File: src/rtl/tsc_serial_rx.sv
// -----------------------------------------------------------------------------
// tsc_serial_rx
// Receiving end of the TriggerSurroundCache serial dump. A rising edge on trd
// starts a frame. The following sd bits are deserialised MSB-first into bytes,
// which go into a random-access buffer. cd must arrive within CD_TIMEOUT cycles
// of the last bit for the frame to count as good.
//
// Optional build macro: TSC_RX_PEAK_EN. When it is defined, the module also
// tracks the largest byte of the frame and its index.
//
// Ports
//   clk          in   single clock; all logic runs on its rising edge
//   reset_n      in   asynchronous active-low reset
//   trd          in   TSC trigger detected; a rising edge starts a frame
//   sd           in   TSC serial data, one bit per clk, MSB first
//   cd           in   TSC transfer complete
//   trigtm       in   TSC trigger timestamp
//   rd_addr      in   buffer read address
//   rd_data      out  buffer byte at rd_addr, one cycle of latency
//   byte_valid   out  one-cycle pulse when a byte has been assembled
//   byte_data    out  last assembled byte (held)
//   byte_count   out  number of bytes received in the current/last frame
//   trig_time    out  trigtm captured at the trd rising edge
//   frame_done   out  one-cycle pulse when a frame completes correctly
//   frame_err    out  framing error; stays set until the next frame starts
//   buf_ready    out  the buffer holds a complete, valid frame
//   peak_val     out  (TSC_RX_PEAK_EN) largest byte of the frame
//   peak_idx     out  (TSC_RX_PEAK_EN) index of the first occurrence of peak_val
// -----------------------------------------------------------------------------
module tsc_serial_rx #(
    parameter int N_BYTES    = 32,
    parameter int ADDR_W     = 5,
    parameter int CD_TIMEOUT = 4
) (
    input  logic              clk,
    input  logic              reset_n,
    input  logic              trd,
    input  logic              sd,
    input  logic              cd,
    input  logic [31:0]       trigtm,
    input  logic [ADDR_W-1:0] rd_addr,
    output logic [7:0]        rd_data,
    output logic              byte_valid,
    output logic [7:0]        byte_data,
    output logic [ADDR_W:0]   byte_count,
    output logic [31:0]       trig_time,
    output logic              frame_done,
    output logic              frame_err,
    output logic              buf_ready
`ifdef TSC_RX_PEAK_EN
    ,
    output logic [7:0]        peak_val,
    output logic [ADDR_W-1:0] peak_idx
`endif
);

    localparam int              TMO_W     = $clog2(CD_TIMEOUT + 1);
    localparam logic [TMO_W-1:0] TMO_LAST = TMO_W'(CD_TIMEOUT - 1);
    localparam logic [ADDR_W:0] COUNT_MAX = (ADDR_W + 1)'(N_BYTES);
    localparam logic [ADDR_W:0] COUNT_LAST = (ADDR_W + 1)'(N_BYTES - 1);

    typedef enum logic [1:0] {IDLE, SHIFT, WAIT_CD} state_t;

    state_t            state_reg, state_next;
    logic              trd_q_reg;
    logic [7:0]        shift_reg;
    logic [2:0]        bit_cnt_reg;
    logic [TMO_W-1:0]  tmo_cnt_reg;
    logic [7:0]        byte_data_reg;
    logic [ADDR_W:0]   byte_count_reg;
    logic [31:0]       trig_time_reg;
    logic              byte_valid_reg, frame_done_reg, frame_err_reg, buf_ready_reg;
    logic [7:0]        rd_data_reg;
    logic [7:0]        buffer [N_BYTES];

    // Control strobes decoded from the state
    logic              rise;
    logic              start_frame, shift_en, byte_done, set_err, set_done, tmo_inc;
    logic [7:0]        new_byte;

    assign rise     = trd & ~trd_q_reg;
    assign new_byte = {shift_reg[6:0], sd};

    // ---------------- FSM: state register ----------------
    always_ff @(posedge clk or negedge reset_n) begin
        if (!reset_n) state_reg <= IDLE;
        else          state_reg <= state_next;
    end

    // ---------------- FSM: next-state logic ----------------
    // A trd rise restarts the frame from any state. In SHIFT, cd takes priority
    // over completing the last byte.
    always_comb begin
        state_next = state_reg;
        case (state_reg)
            IDLE:    if (rise) state_next = SHIFT;
            SHIFT: begin
                if (rise)
                    state_next = SHIFT;
                else if (cd)
                    state_next = IDLE;
                else if (bit_cnt_reg == 3'd7 && byte_count_reg == COUNT_LAST)
                    state_next = WAIT_CD;
            end
            WAIT_CD: begin
                if (rise)
                    state_next = SHIFT;
                else if (cd || tmo_cnt_reg == TMO_LAST)
                    state_next = IDLE;
            end
            default: state_next = IDLE;
        endcase
    end

    // ---------------- FSM: output/strobe decode ----------------
    always_comb begin
        start_frame = rise;
        shift_en    = 1'b0;
        byte_done   = 1'b0;
        set_err     = 1'b0;
        set_done    = 1'b0;
        tmo_inc     = 1'b0;
        if (!rise) begin
            case (state_reg)
                SHIFT: begin
                    if (cd) begin
                        set_err = 1'b1;
                    end else begin
                        shift_en  = 1'b1;
                        byte_done = (bit_cnt_reg == 3'd7);
                    end
                end
                WAIT_CD: begin
                    if (cd) begin
                        set_done = 1'b1;
                    end else begin
                        tmo_inc = 1'b1;
                        set_err = (tmo_cnt_reg == TMO_LAST);
                    end
                end
                default: ;
            endcase
        end
    end

    // ---------------- Datapath registers ----------------
    always_ff @(posedge clk or negedge reset_n) begin
        if (!reset_n) begin
            trd_q_reg      <= 1'b0;
            shift_reg      <= '0;
            bit_cnt_reg    <= '0;
            tmo_cnt_reg    <= '0;
            byte_data_reg  <= '0;
            byte_count_reg <= '0;
            trig_time_reg  <= '0;
            byte_valid_reg <= 1'b0;
            frame_done_reg <= 1'b0;
            frame_err_reg  <= 1'b0;
            buf_ready_reg  <= 1'b0;
        end else begin
            trd_q_reg      <= trd;
            byte_valid_reg <= byte_done;
            frame_done_reg <= set_done;
            if (start_frame) begin
                trig_time_reg  <= trigtm;
                byte_count_reg <= '0;
                frame_err_reg  <= 1'b0;
                buf_ready_reg  <= 1'b0;
                shift_reg      <= '0;
                bit_cnt_reg    <= '0;
                tmo_cnt_reg    <= '0;
            end else begin
                if (shift_en) begin
                    shift_reg   <= new_byte;
                    bit_cnt_reg <= bit_cnt_reg + 3'd1;
                end
                if (byte_done) begin
                    byte_data_reg <= new_byte;
                    if (byte_count_reg != COUNT_MAX)
                        byte_count_reg <= byte_count_reg + 1'b1;
                    tmo_cnt_reg <= '0;
                end
                if (tmo_inc) tmo_cnt_reg <= tmo_cnt_reg + 1'b1;
                if (set_err) frame_err_reg <= 1'b1;
                if (set_done) buf_ready_reg <= 1'b1;
            end
        end
    end

    // ---------------- Frame buffer ----------------
    // Plain write port with no reset so it maps onto block RAM; a read of an
    // address being written returns the previous byte.
    always_ff @(posedge clk) begin
        if (byte_done)
            buffer[byte_count_reg[ADDR_W-1:0]] <= new_byte;
    end

    always_ff @(posedge clk or negedge reset_n) begin
        if (!reset_n)
            rd_data_reg <= '0;
        else if ({1'b0, rd_addr} < COUNT_MAX)
            rd_data_reg <= buffer[rd_addr];
        else
            rd_data_reg <= '0;
    end

`ifdef TSC_RX_PEAK_EN
    // Strict greater-than keeps the first index on ties.
    logic [7:0]        peak_val_reg;
    logic [ADDR_W-1:0] peak_idx_reg;

    always_ff @(posedge clk or negedge reset_n) begin
        if (!reset_n) begin
            peak_val_reg <= '0;
            peak_idx_reg <= '0;
        end else if (start_frame) begin
            peak_val_reg <= '0;
            peak_idx_reg <= '0;
        end else if (byte_done && new_byte > peak_val_reg) begin
            peak_val_reg <= new_byte;
            peak_idx_reg <= byte_count_reg[ADDR_W-1:0];
        end
    end

    assign peak_val = peak_val_reg;
    assign peak_idx = peak_idx_reg;
`endif

    assign rd_data    = rd_data_reg;
    assign byte_valid = byte_valid_reg;
    assign byte_data  = byte_data_reg;
    assign byte_count = byte_count_reg;
    assign trig_time  = trig_time_reg;
    assign frame_done = frame_done_reg;
    assign frame_err  = frame_err_reg;
    assign buf_ready  = buf_ready_reg;

endmodule

File: config.mk
export PLATFORM = sky130hd
export DESIGN_NAME = tsc_serial_rx
export DESIGN_NICKNAME = d
export VERILOG_FILES = /design/src/rtl/tsc_serial_rx.sv
export SDC_FILE = /design/constraint.sdc
export NUM_CORES = 1
export LEC_CHECK = 0
export CAP_MARGIN = 0
export CORE_MARGIN = 2
export CORE_UTILIZATION = 55
export DETAILED_ROUTE_END_ITERATION = 8
export PLACE_DENSITY = 0.74
export SLEW_MARGIN = 20
export SYNTH_ARGS = -nofsm -noshare
export SYNTH_HDL_FRONTEND = slang
export SYNTH_SLANG_ARGS = --single-unit
File: constraint.sdc
create_clock -name clk -period 5.8 [get_ports clk]
set_clock_uncertainty 0.15 [all_clocks]
set_input_delay 1.16 -clock clk [delete_from_list [all_inputs] [get_ports clk]]
set_output_delay 1.16 -clock clk [all_outputs]
set_load 0.02 [all_outputs]
==> impl_metrics.toml <==
[routing]
first_pass_iters = 5
viasPerCell = 6.112
ant_nets = 0
initialDrtViolationCount = 688
vias = 6589
routed_wl_um = 28850
route.detailed.drc = 0
wl_per_cell_um = 26.76

[synth]
synth-edff-count = 256
async_flop_share_pct = 22.42
synth.area.top_cells = "edfxtp_1 (60%), dfrtp_1 (14%), mux4_2 (14%), mux2_2 (4.2%), nor2_1 (1.4%)"
synth_compound_area_share_pct = 1.082
ys_top_cells_by_count = "edfxtp_1 (256), mux4_2 (80), dfrtp_1 (74), mux2_2 (48), nor2_1 (47)"
syn_area_um2 = 12830
synthAdderAreaFrac_pct = 1.170
syn-instance-count = 635
synth_most_common_cell = "edfxtp_1"
yosysWarnings = 0
synthXorXnorAreaFrac_pct = 0.4096
synth_top_area_share_pct = 59.91
synth.distinct_cells = 35
synth_top_flop_cell = "edfxtp_1"
syn_avg_cell_area_um2 = 20.21
synth-simple-area-share_pct = 3.335
ys_seq_area_share_pct = 74.34
synth_top_family_by_area = "multiplexers"
synthMuxAreaShare_pct = 18.33
synth.largest_area_cell = "edfxtp_1"
syn_nets = 689
ys_ff_latch = 330

[die]
fp.coreArea_um2 = 22780
die_h_um = 156.7
rows = 55
start_util_pct = 56.33
dieArea_um2 = 24570
die_w_um = 156.7
ios = 100

[setup_path]
r2r_end = "buffer[12][0]"
end_kind = "flip-flop"
critPathMaxStageDelay_ns = 0.75
crit_family = "simple AND/OR/NAND/NOR gates"
crit_slowest_cell = "nor2_1"
worstRegToRegCells = 6
critPathKind = "input pin to flip-flop"
start_kind = "input pin"
worst-endpoint-required_ns = 5.78
startpoint = "cd"
cp_max_fo = 13
r2r_slack_ns = 2.26
r2r-start = "bit_cnt_reg[0]"
path_buf_inv = 1
crit_top_cell = "nor2_1"
crit_chain = "clkdlybuf4s50_1 -> nand3b_1 -> nor2_1 -> nand2_1 -> nor2_1"
crit_arrival_ns = 4.08

[clocking]
path_clk_slew_ns = 0.06
h-tree-depth = 2
clock_sinks = 330
ctsResizeCount = 0
cts_tree = "built"
clock_latency_ns = 0.51
cts_buffer_depth = 3
cts_buffers = 34
root_buffer = "clkbuf_16"
postCtsHoldBufs = 0
cts_setup_buffers = 0

[worst_hold_path]
holdPathStages = 1
holdCritStartpoint = "trig_time[29]"
min_to = "trig_time[29]"
worstHoldPathType = "flip-flop to flip-flop"

[timing]
hold_ws_ns = 0.3537
final.setup.tns_ns = 0
finalSetupViolCount = 0
slew_headroom_pct = 33.95
worst_slack_ns = 1.705
fin_crit_ns = 4.095
rsz0062_at_grt = "false"
slew_viol_final = 0
fmax_mhz = 244.2
tightest_slew_ns = 0.9908
hold_viol = 0
period_share_pct = 70.61

[grt]
grt_pass1_vias = 6814
grt_use_met2_pct = 38.47
grt_max_degree = 75
grt_usage_pct = 24.87
grt_pass1_wl_um = 43330
met3_usage_pct = 6.065
use_met1_pct = 35.19
grt_busiest_layer = "met2"
antenna_found_initial = 0
grt_overflow = 0

[layout]
final_layout_size_suffix_gt1_share_pct = 25.75
largest_reg_flops = 256
final_cells = 1078
syn_to_final_growth_pct = 18.91
layout.nets = 796
fillers = 1438
diodes = 0

[place]
io_buffers = 99
dp.cells = 1019
place_congestion = 0.8482
pre_cts_ws_ns = 1.229
hpwl_um = 17760

[run_status]
status = "complete, no violations"

[power_and_ir_drop]
power_density_nw_per_um2 = 355.8
p_leak_nw = 5.173
ir_drop_v = 0.0002556

[run]
max_cap_viol_count = 0
==> worst reg2reg max path, cell delays in order, from the launching register on <==
cell,delay (ns)
dfrtp_1,0.38
ha_1,0.17
ha_1,0.21
nand3b_1,0.19
nor2_1,0.75
nand2_1,0.61
nor2_1,0.71
==> kinds of logic (layout without fill, tap and decap cells) <==
logic type,Yosys count,count (layout)
xor gates and xnor gates,6,6
adders and majority gates,12,12
buffers and inverters,37,167
and+or+nand+nor,97,97
DFF,330,330
AOI/OAI and AO/OA,24,24
muxes,129,129
==> where the power goes <==
group          total, W  leakage, nW  internal, W  switching, W
combinational  0.000410         1.34     0.000206      0.000204
clock           0.00228        0.572      0.00142      0.000862
sequential      0.00274         3.26      0.00264      0.000100
==> per-stage QoR <==
stage | area [um2] | util, % | total power [W]
6_report | 15260 | 66.98 | 0.005428
2_1_floorplan | 12830 | - | 0.002980
4_1_cts | 15260 | 66.99 | 0.005473
3_5_place_dp | 14090 | 61.87 | 0.003200
3_3_place_gp | 14090 | 61.87 | 0.003185
5_1_grt | 15260 | 66.98 | 0.005598
==> cell type report <==
type	instances	area, um2	share of cell area (%)
Timing Repair Buffer	103	1003	6.577
Sequential cell	330	9547	62.57
Clock buffer	42	902.1	5.913
Inverter	5	18.77	0.1230
Multi-Input combinational cell	268	3129	20.51
Clock inverter	17	265.3	1.739
Tap cell	313	391.6	2.567
==> placed cells by master (no fill, tap or decap), types with 3 or more instances in the layout <==
cell type	count
mux2_2	48
ha_1	12
a21oi_1	14
clkinv_2	7
nand2_1	28
dfrtp_1	68
bufinv_16	7
mux4_2	80
o21ai_0	3
clkdlybuf4s50_1	94
clkbuf_16	35
dfrtp_2	6
buf_4	7
edfxtp_1	256
inv_1	5
nand3b_1	4
nand2b_1	3
nand3_1	3
xor2_1	4
nor2_1	47
clkbuf_1	7
==> worst max-delay path by stage <==
stage / end / slack [ns] / cells after the start
global placement: buffer[8][0] / 1.44 / 5
global route: buffer[16][7] / 1.47 / 5
CTS: buffer[0][0] / 1.73 / 5
floorplan: rd_data[0] / 2.68 / 5
detailed placement: buffer[16][4] / 1.23 / 5
finish: buffer[12][0] / 1.70 / 5
==> per-layer routing <==
| layer | part of all wire, % | up-vias |
|---|---|---|
| met3 | 10 | 64 |
| met1 | 39 | 3366 |
| met5 | 0 | - |
| met4 | 2.9 | 0 |
| met2 | 47 | 427 |
| li1 | - | 2732 |
No activity file was read; power rests on OpenSTA's default activity.
